**src/rtl/uart_tx_feeder_if.sv**
```systemverilog
// uart_tx_feeder_if: user write port and transmitter handshake of the UART TX feeder
interface uart_tx_feeder_if #(parameter int DEPTH_LOG2 = 4);
  logic [15:0] WR_DATA;
  logic WR_EN;
  logic FLUSH;
  logic FULL;
  logic EMPTY;
  logic [DEPTH_LOG2:0] LEVEL;
  logic [15:0] TX_DATA;
  logic TX_DATA_VAL;
  logic TX_BUSY;
  logic OVF;
  logic OVF_CLR;
  modport master (
    output WR_DATA, WR_EN, FLUSH, TX_BUSY, OVF_CLR,
    input FULL, EMPTY, LEVEL, TX_DATA, TX_DATA_VAL, OVF
  );
  modport slave (
    input WR_DATA, WR_EN, FLUSH, TX_BUSY, OVF_CLR,
    output FULL, EMPTY, LEVEL, TX_DATA, TX_DATA_VAL, OVF
  );
endinterface

```
**src/rtl/uart_tx_feeder.sv**
```systemverilog
// uart_tx_feeder: word FIFO feeding a UART transmitter via launch/ack handshake.
// Define UART_TX_FEEDER_OVF_FLAG_EN to build the sticky overflow flag.
module uart_tx_feeder #(
  parameter int DEPTH_LOG2 = 4,
  parameter int ACK_TIMEOUT = 4
) (
  input logic CLK,
  input logic RST,
  uart_tx_feeder_if.slave bus
);
  localparam int DEPTH = 2 ** DEPTH_LOG2;
  localparam int AW = DEPTH_LOG2 + 1;
  localparam int CW = $clog2(ACK_TIMEOUT + 1);
  typedef enum logic [1:0] {IDLE, LAUNCH, ACK, DRAIN} state_t;
  state_t state, state_nxt;
  logic [15:0] mem [DEPTH];
  logic [AW-1:0] wr_ptr, rd_ptr, level, level_nxt;
  logic [CW-1:0] ack_cnt;
  logic [15:0] tx_data;
  logic full, empty, push, pop, ack_done, tx_val;
  assign push = bus.WR_EN && !full && !bus.FLUSH;
  assign pop = state == IDLE && !empty && !bus.TX_BUSY;
  assign ack_done = ack_cnt == CW'(ACK_TIMEOUT - 1);
  assign level_nxt = bus.FLUSH ? '0 : level + AW'(push) - AW'(pop);
  always_ff @(posedge CLK)
    if (push) mem[wr_ptr[DEPTH_LOG2-1:0]] <= bus.WR_DATA;
  // flush clears the queue only; a word already popped still launches
  always_ff @(posedge CLK or posedge RST)
    if (RST) begin
      wr_ptr <= '0;
      rd_ptr <= '0;
      level <= '0;
      full <= 1'b0;
      empty <= 1'b1;
      ack_cnt <= '0;
      tx_val <= 1'b0;
      tx_data <= '0;
    end else begin
      wr_ptr <= bus.FLUSH ? '0 : wr_ptr + AW'(push);
      rd_ptr <= bus.FLUSH ? '0 : rd_ptr + AW'(pop);
      level <= level_nxt;
      full <= level_nxt == AW'(DEPTH);
      empty <= level_nxt == '0;
      ack_cnt <= state == ACK && !bus.TX_BUSY ? ack_cnt + 1'b1 : '0;
      tx_val <= state == LAUNCH;
      if (pop) tx_data <= mem[rd_ptr[DEPTH_LOG2-1:0]];
    end
  always_ff @(posedge CLK or posedge RST)
    if (RST) state <= IDLE;
    else state <= state_nxt;
  always_comb begin
    state_nxt = state;
    state_nxt = state == IDLE   ? (pop ? LAUNCH : IDLE) :
                state == LAUNCH ? ACK :
                state == ACK    ? (bus.TX_BUSY ? DRAIN : ack_done ? IDLE : ACK) :
                                  (bus.TX_BUSY ? DRAIN : IDLE);
  end
  assign bus.FULL = full;
  assign bus.EMPTY = empty;
  assign bus.LEVEL = level;
  assign bus.TX_DATA = tx_data;
  assign bus.TX_DATA_VAL = tx_val;
`ifdef UART_TX_FEEDER_OVF_FLAG_EN
  logic ovf;
  always_ff @(posedge CLK or posedge RST)
    if (RST) ovf <= 1'b0;
    else ovf <= !bus.OVF_CLR && (ovf || (bus.WR_EN && full && !bus.FLUSH));
  assign bus.OVF = ovf;
`else
  assign bus.OVF = 1'b0;
`endif
endmodule

```
**src/flat_wrapper.sv**
```systemverilog
// flat-port wrapper written by rule: the top's interface ports become plain ports
module uart_tx_feeder_flat 
#(
  parameter int DEPTH_LOG2 = 4,
  parameter int ACK_TIMEOUT = 4
)
  (CLK, RST, bus_WR_DATA, bus_WR_EN, bus_FLUSH, bus_TX_BUSY, bus_OVF_CLR, bus_FULL, bus_EMPTY, bus_LEVEL, bus_TX_DATA, bus_TX_DATA_VAL, bus_OVF);
  uart_tx_feeder_if #(.DEPTH_LOG2(DEPTH_LOG2)) bus_i ();
  input logic CLK;
  input logic RST;
  input wire logic [$bits(bus_i.WR_DATA)-1:0] bus_WR_DATA;
  input wire logic [$bits(bus_i.WR_EN)-1:0] bus_WR_EN;
  input wire logic [$bits(bus_i.FLUSH)-1:0] bus_FLUSH;
  input wire logic [$bits(bus_i.TX_BUSY)-1:0] bus_TX_BUSY;
  input wire logic [$bits(bus_i.OVF_CLR)-1:0] bus_OVF_CLR;
  output wire logic [$bits(bus_i.FULL)-1:0] bus_FULL;
  output wire logic [$bits(bus_i.EMPTY)-1:0] bus_EMPTY;
  output wire logic [$bits(bus_i.LEVEL)-1:0] bus_LEVEL;
  output wire logic [$bits(bus_i.TX_DATA)-1:0] bus_TX_DATA;
  output wire logic [$bits(bus_i.TX_DATA_VAL)-1:0] bus_TX_DATA_VAL;
  output wire logic [$bits(bus_i.OVF)-1:0] bus_OVF;
  assign bus_i.WR_DATA = bus_WR_DATA;
  assign bus_i.WR_EN = bus_WR_EN;
  assign bus_i.FLUSH = bus_FLUSH;
  assign bus_i.TX_BUSY = bus_TX_BUSY;
  assign bus_i.OVF_CLR = bus_OVF_CLR;
  assign bus_FULL = bus_i.FULL;
  assign bus_EMPTY = bus_i.EMPTY;
  assign bus_LEVEL = bus_i.LEVEL;
  assign bus_TX_DATA = bus_i.TX_DATA;
  assign bus_TX_DATA_VAL = bus_i.TX_DATA_VAL;
  assign bus_OVF = bus_i.OVF;
  uart_tx_feeder #(.DEPTH_LOG2(DEPTH_LOG2), .ACK_TIMEOUT(ACK_TIMEOUT)) u_core (.CLK(CLK), .RST(RST), .bus(bus_i));
endmodule
```
**config.mk**
```make
export PLATFORM = sky130hd
export DESIGN_NAME = uart_tx_feeder_flat
export DESIGN_NICKNAME = d
export VERILOG_FILES = /design/src/rtl/uart_tx_feeder_if.sv /design/src/rtl/uart_tx_feeder.sv /design/src/flat_wrapper.sv
export SDC_FILE = /design/constraint.sdc
export NUM_CORES = 1
export LEC_CHECK = 0
export BUFFER_PORTS_ARGS = -buffer_cell sky130_fd_sc_hd__buf_4
export CAP_MARGIN = 0
export CORE_MARGIN = 2
export CORE_UTILIZATION = 40
export DETAILED_ROUTE_END_ITERATION = 12
export PLACE_DENSITY = 0.58
export SETUP_SLACK_MARGIN = 0.02
export SYNTH_ARGS = -nofsm -noshare
export SYNTH_HDL_FRONTEND = slang
export SYNTH_SLANG_ARGS = --single-unit
```
**constraint.sdc**
```tcl
create_clock -name CLK -period 2.7 [get_ports CLK]
set_input_delay 0.135 -clock CLK [delete_from_list [all_inputs] [get_ports CLK]]
set_output_delay 0.135 -clock CLK [all_outputs]
set_load 0.02 [all_outputs]
```
==> results of run 1 <==
-- worst max-delay path by stage --
stage                                endpoint  slack (ps)                       from  cells after the start
finish              u_core.bus.FULL$_DFF_PP0_          60  u_core.state[0]$_DFF_PP0_                      9
floorplan           u_core.bus.FULL$_DFF_PP0_        -150  u_core.state[0]$_DFF_PP0_                      9
detailed placement  u_core.bus.FULL$_DFF_PP0_        -270  u_core.state[0]$_DFF_PP0_                      9
CTS                 u_core.bus.FULL$_DFF_PP0_          40  u_core.state[0]$_DFF_PP0_                      9
global route        u_core.bus.FULL$_DFF_PP0_         -20  u_core.state[0]$_DFF_PP0_                     11
global placement    u_core.bus.FULL$_DFF_PP0_        -180  u_core.state[0]$_DFF_PP0_                      9
-- logic make-up after synthesis --
kind of cell    after synthesis  share of synthesized area, %
compound gates               55                          3.68
xor+xnor                      8                         0.609
fa+ha+maj                    12                          1.37
buf+inv                      41                          2.46
flops                       293                          74.9
mux                         110                          13.6
other cells                   1                        0.0326
simple gates                 79                          3.31
-- placed cells by master (no fill, tap or decap), types with 2 or more instances in the layout --
cell,instances
and2_1,2
inv_1,7
nor3_2,4
mux2i_1,74
dlygate4sd3_1,19
xnor2_1,4
edfxtp_1,256
nor2_1,14
clkinv_2,7
a32oi_1,14
a21oi_1,2
dfrtp_1,35
nor2_2,12
nand2b_1,5
nand2_1,22
clkbuf_16,31
o21ai_1,2
buf_4,94
nor2b_1,10
bufinv_16,3
a222oi_1,13
a22oi_1,4
buf_12,3
nand3_1,3
o21ai_0,14
ha_1,9
mux4_2,29
ha_4,2
inv_2,3
xor2_1,4
clkbuf_1,7
clkinv_1,4
mux4_1,6
-- flip-flops by register name (all words and copies together), names as in the netlist --
register and flops:
u_core.rd_ptr 4, u_core.state 2, u_core.bus.FULL 1, u_core.mem 256
u_core.bus.TX_DATA 16, u_core.ack_cnt 3, u_core.bus.TX_DATA_VAL 1, u_core.wr_ptr 4
u_core.bus.EMPTY 1, u_core.bus.LEVEL 5
-- stage by stage --
step	setup slack [ps]	utilization (%)	power [uW]	hold WS (ps)	setup TNS, ps
after detailed placement	-269	44.1	7430	335	-269
after global placement	-183	44.1	7350	315	-183
final	59.7	48.4	11500	288	0
after floorplan	-147	-	6720	197	-147
after CTS	39.1	48.4	11600	306	0
after global routing	-18.2	48.4	12000	347	-18.2
-- layout make-up --
type	count	area (um2)
multi-input cells	265	2700
clock buffers	39	816
inverters	11	43.8
fillers	2378	14700
clock inverters	17	173
flip-flops and latches	293	8620
repair buffers	116	956
well taps	384	480
-- tightest hold or removal path, stage by stage --
cell and delay, ps:
dlygate4sd3_1 540, buf_4 130, inv_2 560
-- timing repair --
action | CTS | global route
hold buffers | 19 | 0
buffers inserted | 2 | 0
pin swaps | 3 | 1
resized for setup | 8 | 0
setup endpoints to repair | 1 | 1
hold endpoints to repair | 302 | 0
-- report_power, final --
part	leakage, uW	total [uW]	switching (uW)	internal, uW
Sequential	0.00278	5390	206	5180
Combinational	0.00134	2030	1050	982
Clock	0.000485	4090	1670	2420
-- per-layer routing --
metal	global-route usage (%)	wire length, um	vias to the layer above
met3	2.57	1500	54
li1	-	-	2636
met2	29.4	12700	187
met1	23.4	11200	3113
met5	0	0	-
met4	5.37	679	0
==> impl_metrics.py, run 1 <==
metrics = {
    "synthesis": {
        "syn-num-nets": 633,
        "syn_inst": 599,
        "synth.top_cell.area_share_pct": 66.9,
        "synth_area_leaders": "edfxtp_1, dfrtp_1, mux2i_1",
        "yosysMostFrequentCell": "edfxtp_1",
        "synthFlopType": "edfxtp_1",
        "ys_warn_count": 0,
        "synth_edf_count": 256,
        "netlist-cell-type-count": 45,
        "synth_common_cells": "edfxtp_1, mux2i_1, dfrtp_1, mux4_2, nor2_1",
        "synthArstFlopShare_pct": 12.6,
        "syn-cell-area_um2": 11500,
        "ys_seq_area_share_pct": 74.9,
        "synth_seq_cells": 293,
        "yosysTopAreaCell": "edfxtp_1",
        "avgSynthCellArea_um2": 19.2,
    },
    "floorplan": {
        "start_util_pct": 40.4,
        "die_h_um": 174,
        "rows": 62,
        "io_pins": 47,
        "die_w_um": 174,
        "dieArea_um2": 30100,
        "core_um2": 28500,
    },
    "global_routing": {
        "overflow": 0,
        "grt_pass1_wl_um": 38900,
        "grtUsageTotal_pct": 17.4,
        "antenna_found_initial": 0,
        "grt_max_degree": 33,
        "grt_pass1_vias": 6330,
    },
    "critical_path": {
        "r2r_start": "u_core.state[0]$_DFF_PP0_",
        "path_cells": "or4_4 -> inv_4 -> ha_4 -> inv_2 -> ha_4 -> inv_2 -> fa_2 -> or3b_4 -> a2111oi_4",
        "cp_num_buf_inv": 3,
        "slowest_stage": "or4_4",
        "critical_path.top_delay_family": "simple AND/OR/NAND/NOR gates",
        "end_kind": "register",
        "crit_required_ps": 3150,
        "worstPathMaxFanout": 2,
        "crit_arrival_ps": 3090,
        "slowest_delay_ps": 540,
        "cp-start-kind": "register",
        "reg2regPathDepth": 9,
        "reg2reg_slack_ps": 60,
        "reg2reg_to": "u_core.bus.FULL$_DFF_PP0_",
        "path_class": "reg2reg",
    },
    "timing": {
        "tightest_slew_ps": 790,
        "finalCriticalPeriod_ps": 2640,
        "hold_violations": 0,
        "finalClockSkew_ps": 10.3,
        "finalCritPeriodShare_pct": 97.8,
        "setup_viol": 0,
        "timing.fmax_mhz": 379,
        "report.final.slew_viol_count": 0,
        "rsz0062_at_grt": "true",
        "maxSlewHeadroom_pct": 47.3,
    },
    "placed_design": {
        "placedCellCount": 1048,
        "portBuffers": 44,
        "dp_hpwl_um": 15700,
        "gp_congestion": 0.794,
        "placed_cell_area_um2": 12500,
    },
    "routing": {
        "post-route-drc-count": 0,
        "drtAntennaViolNets": 0,
        "num_vias": 5990,
        "first_iter_violations": 443,
        "routed_wirelength_um": 26000,
        "viasPerCell": 5.32,
        "firstDrtPassIters": 6,
        "route.detailed.wl_per_inst_um": 23.1,
    },
    "finish": {
        "layoutNonFillerInstCount": 1125,
        "n_antenna_cell": 0,
        "final_area_um2": 13800,
        "area_delta_synth_final_pct": 19.9,
        "nets": 751,
        "drive_above_1_share_pct": 27.3,
    },
    "power_and_ir_drop": {
        "p_leak_uw": 0.00461,
        "power.density_nw_per_um2": 835,
        "vdd_drop_max_mv": 0.470,
    },
    "run_status": {
        "status": "finished, final reports clean",
    },
    "cts": {
        "cts_tree": "built",
        "cts_buffers": 30,
        "cts_sinks": 293,
        "cts_root_buffer": "clkbuf_16",
        "htreeDepth": 1,
        "path_clk_slew_ps": 60,
        "worstSkewPairLatency_ps": 550,
        "clk_path_buf_depth": 3,
    },
    "hold_path": {
        "hold_class": "in2async",
    },
    "run": {
        "drv_cap": 0,
    },
}
(Power assumes the default switching activity.)
==> run 2: changes to the inputs <==
Settings changed: CORE_MARGIN 2 to 5.
==> impl_metrics.py, run 2 (same netlist as run 1, synthesis figures left out) <==
metrics = {
    "placed_design": {
        "portBuffers": 44,
        "gp_congestion": 0.766,
        "place_ws_ps": -242,
        "placedCellCount": 1043,
        "placed_cell_area_um2": 12600,
        "dp_hpwl_um": 15400,
    },
    "critical_path": {
        "path_class": "reg2reg",
        "reg2reg_slack_ps": 40,
        "end_kind": "register",
        "reg2regPathDepth": 9,
        "crit_required_ps": 3140,
        "worstPathMaxFanout": 2,
        "crit_arrival_ps": 3110,
        "reg2reg_to": "u_core.bus.FULL$_DFF_PP0_",
        "cp-start-kind": "register",
        "r2r_start": "u_core.state[1]$_DFF_PP0_",
    },
    "floorplan": {
        "io_pins": 47,
        "die_w_um": 180,
        "die_h_um": 180,
        "start_util_pct": 40.3,
        "rows": 62,
        "dieArea_um2": 32200,
        "core_um2": 28500,
    },
    "global_routing": {
        "antenna_found_initial": 0,
        "grt_pass1_vias": 6154,
        "met1_usage_pct": 21.2,
        "overflow": 0,
        "grtUsageTotal_pct": 15.5,
        "grt_pass1_wl_um": 38500,
        "use_met2_pct": 26.3,
        "grt_max_degree": 38,
        "met3_usage_pct": 2.34,
        "grt-busiest-layer": "met2",
    },
    "finish": {
        "n_antenna_cell": 0,
        "drive_above_1_share_pct": 27.6,
        "final_area_um2": 14000,
        "largest_register_ffs": 256,
        "seqCellArea_um2": 8620,
        "multi_input_area_um2": 2700,
        "area_delta_synth_final_pct": 21.5,
        "fillCellCount": 2414,
        "final_cell_mix": "edfxtp_1, buf_4, mux2i_1",
        "layoutNonFillerInstCount": 1122,
        "final_common_cell": "edfxtp_1",
        "nets": 748,
    },
    "power_and_ir_drop": {
        "power_frac_seq_pct": 44.8,
        "switching_share_pct": 24.2,
        "vdd_drop_max_mv": 0.732,
        "p_leak_uw": 0.00468,
        "pwr-share-comb_pct": 17.4,
        "intPower_uw": 9090,
        "power.density_nw_per_um2": 858,
        "clkPwrFrac_pct": 37.8,
        "switchingPower_uw": 2900,
    },
    "timing": {
        "finalClockSkew_ps": 10.6,
        "tightest_slew_ps": 762,
        "fin_ws_ps": 36.4,
        "finalCritPeriodShare_pct": 98.7,
        "setup_viol": 0,
        "rsz0062_at_grt": "true",
        "timing.fmax_mhz": 375,
        "finalCriticalPeriod_ps": 2660,
        "maxSlewHeadroom_pct": 49.1,
        "hold_violations": 0,
        "hold_ws_ps": 300,
        "setup-tns-final_ps": 0,
        "report.final.slew_viol_count": 0,
    },
    "cts": {
        "cts_buffers": 30,
        "path_clk_slew_ps": 60,
        "clk_path_buf_depth": 3,
        "htreeDepth": 1,
        "worstSkewPairLatency_ps": 540,
        "cts_tree": "built",
        "cts_root_buffer": "clkbuf_16",
        "cts_sinks": 293,
    },
    "run": {
        "drv_cap": 0,
    },
    "routing": {
        "num_vias": 5883,
        "route.detailed.wl_per_inst_um": 22.4,
        "routed_wirelength_um": 25200,
        "drtAntennaViolNets": 0,
        "firstDrtPassIters": 5,
        "post-route-drc-count": 0,
        "first_iter_violations": 456,
        "viasPerCell": 5.24,
    },
    "hold_path": {
        "hold_class": "in2async",
    },
    "run_status": {
        "status": "finished, final reports clean",
    },
}
==> run 2: cell types whose count changed in the layout (fill, tap and decap cells not counted) <==
cell        before  now
clkinv_2         7    3
buf_12           3    9
inv_6            1    0
nor2_2          12   13
buf_4           94   85
clkinv_8         1    0
clkinvlp_4       1    0
bufinv_16        3    6
nor2_1          14   13
clkinv_1         4    2
clkbuf_8         1    9
clkbuf_1         7    5
==> run 2: layout make-up <==
| cell class | instances | share of cell area (%) |
|---|---|---|
| clock inverter | 11 | 1.45 |
| tap | 384 | 3.44 |
| clock buffer | 45 | 6.57 |
| inverter | 11 | 0.313 |
| timing repair buffer | 113 | 7.22 |
| multi-input combinational | 265 | 19.3 |
| sequential | 293 | 61.7 |
==> run 2: layer usage <==
| metal | part of all wire, % | up-vias |
|---|---|---|
| li1 | - | 2630 |
| met2 | 50 | 151 |
| met5 | 0 | - |
| met3 | 5.0 | 37 |
| met1 | 43 | 3065 |
| met4 | 2.0 | 0 |
==> run 2: what timing repair did <==
action                                 CTS  global route
pin swaps                                3             2
setup buffers                            1             3
endpoints found under the hold margin  301             0
hold buffers                            19             0
gates resized for setup                  6             2
cloned                                   0             0
setup endpoints to repair                1             1
==> run 2: worst max path at each step <==
stage	startpoint	to	slack, ps	cells after the start
finish	u_core.state[1]$_DFF_PP0_	u_core.bus.FULL$_DFF_PP0_	40	9
floorplan	u_core.state[0]$_DFF_PP0_	u_core.bus.FULL$_DFF_PP0_	-150	9
detailed placement	u_core.state[0]$_DFF_PP0_	u_core.bus.FULL$_DFF_PP0_	-240	9
global placement	u_core.state[0]$_DFF_PP0_	u_core.bus.FULL$_DFF_PP0_	-200	9
CTS	u_core.bus.EMPTY$_DFF_PP1_	u_core.bus.FULL$_DFF_PP0_	40	9
global route	u_core.state[1]$_DFF_PP0_	u_core.bus.FULL$_DFF_PP0_	-50	9
==> run 2: critical path, stage by stage, from the launching register on <==
cell and delay [ps]:
dfrtp_1 390, or4_4 570, inv_4 80, ha_4 190, inv_2 60, ha_4 130
inv_2 40, fa_2 540, or3b_4 400, a2111oi_4 180
==> run 2: per-stage QoR <==
stage          total power, uW  util, %
4_1_cts                  12100     48.8
3_3_place_gp              7360     44.1
2_1_floorplan             6720        -
3_5_place_dp              7440     44.1
6_report                 12000     48.9
5_1_grt                  12500     48.9
==> run 2: power by group through the flow <==
stage	sequential [uW]	clock, uW	combinational, uW
finish	5380	4530	2090
global placement	5460	0	1900
detailed placement	5470	0	1970
floorplan	5590	0	1130
CTS	5380	4620	2060
global route	5400	4820	2250
==> run 3: changes to the inputs <==
Settings changed: BUFFER_PORTS_ARGS -buffer_cell sky130_fd_sc_hd__buf_4 to default, DONT_BUFFER_PORTS from default to 1, PLACE_DENSITY 0.58 to 0.56, SLEW_MARGIN from default to 20.
==> impl_metrics.py, run 3 (same netlist as run 1, synthesis figures left out) <==
metrics = {
    "critical_path": {
        "crit_arrival_ps": 3110,
        "slowest_stage": "or4_4",
        "reg2reg_slack_ps": 30,
        "worstPathMaxFanout": 3,
        "cp-start-kind": "register",
        "slowest_delay_ps": 560,
        "end_kind": "register",
        "path_cells": "or4_4 -> inv_4 -> ha_4 -> inv_2 -> ha_4 -> inv_2 -> fa_2 -> nor2b_1 -> o21a_1 -> or3_4 -> a2111oi_4",
        "cp_num_buf_inv": 3,
        "critical_path.top_delay_family": "simple AND/OR/NAND/NOR gates",
        "path_class": "reg2reg",
        "crit_required_ps": 3140,
    },
    "timing": {
        "hold_ws_ps": 116,
        "tightest_slew_ps": 630,
        "finalCriticalPeriod_ps": 2670,
        "setup_viol": 0,
        "rsz0062_at_grt": "true",
        "finalClockSkew_ps": 18.4,
        "hold_violations": 0,
        "timing.fmax_mhz": 375,
        "maxSlewHeadroom_pct": 58.0,
        "finalCritPeriodShare_pct": 98.9,
        "report.final.slew_viol_count": 0,
    },
    "cts": {
        "path_clk_slew_ps": 60,
        "clk_path_buf_depth": 3,
        "worstSkewPairLatency_ps": 540,
        "cts_root_buffer": "clkbuf_16",
        "cts_sinks": 293,
        "cts_tree": "built",
        "htreeDepth": 1,
        "cts_buffers": 30,
    },
    "floorplan": {
        "die_w_um": 180,
        "core_um2": 28500,
        "dieArea_um2": 32200,
        "rows": 62,
        "io_pins": 47,
        "die_h_um": 180,
        "start_util_pct": 40.3,
    },
    "finish": {
        "fillCellCount": 2456,
        "area_delta_synth_final_pct": 17.0,
        "drive_above_1_share_pct": 22.7,
        "final_common_cell": "edfxtp_1",
        "final_area_um2": 13400,
        "final_cell_mix": "edfxtp_1, mux2i_1, buf_4",
        "largest_register_ffs": 256,
        "n_antenna_cell": 0,
        "nets": 705,
    },
    "placed_design": {
        "placed_cell_area_um2": 12200,
        "gp_congestion": 0.785,
        "portBuffers": 0,
        "dp_hpwl_um": 15100,
    },
    "power_and_ir_drop": {
        "p_leak_uw": 0.00437,
        "clkPwrFrac_pct": 35.4,
        "pwr-share-comb_pct": 14.8,
        "vdd_drop_max_mv": 0.580,
        "switchingPower_uw": 2860,
        "switching_share_pct": 25.5,
        "power.density_nw_per_um2": 835,
        "power_frac_seq_pct": 49.7,
        "intPower_uw": 8360,
    },
    "routing": {
        "route.detailed.wl_per_inst_um": 23.2,
        "routed_wirelength_um": 25000,
        "firstDrtPassIters": 6,
        "drtAntennaViolNets": 0,
        "num_vias": 5661,
        "viasPerCell": 5.25,
        "first_iter_violations": 462,
        "post-route-drc-count": 0,
    },
    "global_routing": {
        "grt_pass1_wl_um": 38000,
        "antenna_found_initial": 0,
        "overflow": 0,
        "grt_max_degree": 37,
        "grt_pass1_vias": 6029,
        "grtUsageTotal_pct": 15.3,
    },
    "run": {
        "drv_cap": 0,
    },
    "hold_path": {
        "hold_class": "in2async",
    },
    "run_status": {
        "status": "finished, final reports clean",
    },
}
==> run 3: cell count changes in the layout (fill, tap and decap cells not counted), sizes merged <==
cell,before,now
buf,94,51
bufinv,6,1
clkinvlp,0,2
clkbuf,45,46
clkinv,5,6
inv,11,12
==> run 3: area by class of cell <==
cell class	count	area, um2	area share (%)
clock buffer	46	892	6.64
multi-input combinational	265	2720	20.2
timing repair buffer	70	611	4.54
tap	384	480	3.57
clock inverter	10	82.6	0.614
inverter	11	43.8	0.326
sequential	293	8620	64.1
==> run 3: what timing repair did <==
action                                  in CTS  in global routing
endpoints found under the setup margin       1                  1
hold endpoints to repair                   299                  0
pin swaps                                    3                  1
setup buffers                                2                  0
resized for setup                            8                  2
hold buffers                                19                  0
==> run 3: power groups by stage <==
stage	clock [uW]	combinational [uW]	sequential (uW)
after detailed placement	0	1460	5690
final	3980	1660	5580
after CTS	4080	1640	5600
after floorplan	0	1130	5590
after global placement	0	1390	5680
after global routing	4280	1810	5620
==> run 3: metal layers <==
layer	wire [um]	part of all wire [%]	vias up	global-route usage, %
li1	-	-	2550	-
met1	10300	41	2927	19.7
met2	12600	50	144	26.7
met3	1550	6.2	40	3.48
met4	529	2.1	0	3.72
met5	0	0	-	0
==> run 3: metrics by stage <==
stage	utilization (%)	power (uW)	setup TNS, ps	std cells	worst slack, ps
2_1_floorplan	-	6720	-147	599	-147
3_3_place_gp	42.8	7080	-174	1002	-174
3_5_place_dp	42.8	7150	-297	1002	-297
4_1_cts	47.1	11300	0	1079	20.8
5_1_grt	47.1	11700	-36.5	1079	-36.5
6_report	47.1	11200	0	1079	30.8
==> run 3: final timing paths <==
check                                                endpoint  depth (start not counted)                   startpoint
max                                 u_core.bus.FULL$_DFF_PP0_                         11    u_core.state[0]$_DFF_PP0_
min                        u_core.bus.TX_DATA[14]$_DFFE_PP0P_                          2                          RST
max reg2reg                         u_core.bus.FULL$_DFF_PP0_                         11    u_core.state[0]$_DFF_PP0_
min reg2reg                       u_core.ack_cnt[0]$_DFF_PP0_                          1  u_core.ack_cnt[0]$_DFF_PP0_
max in group asynchronous   u_core.bus.TX_DATA[9]$_DFFE_PP0P_                          3                          RST
min in group CLK                    u_core.state[0]$_DFF_PP0_                          3                  bus_TX_BUSY
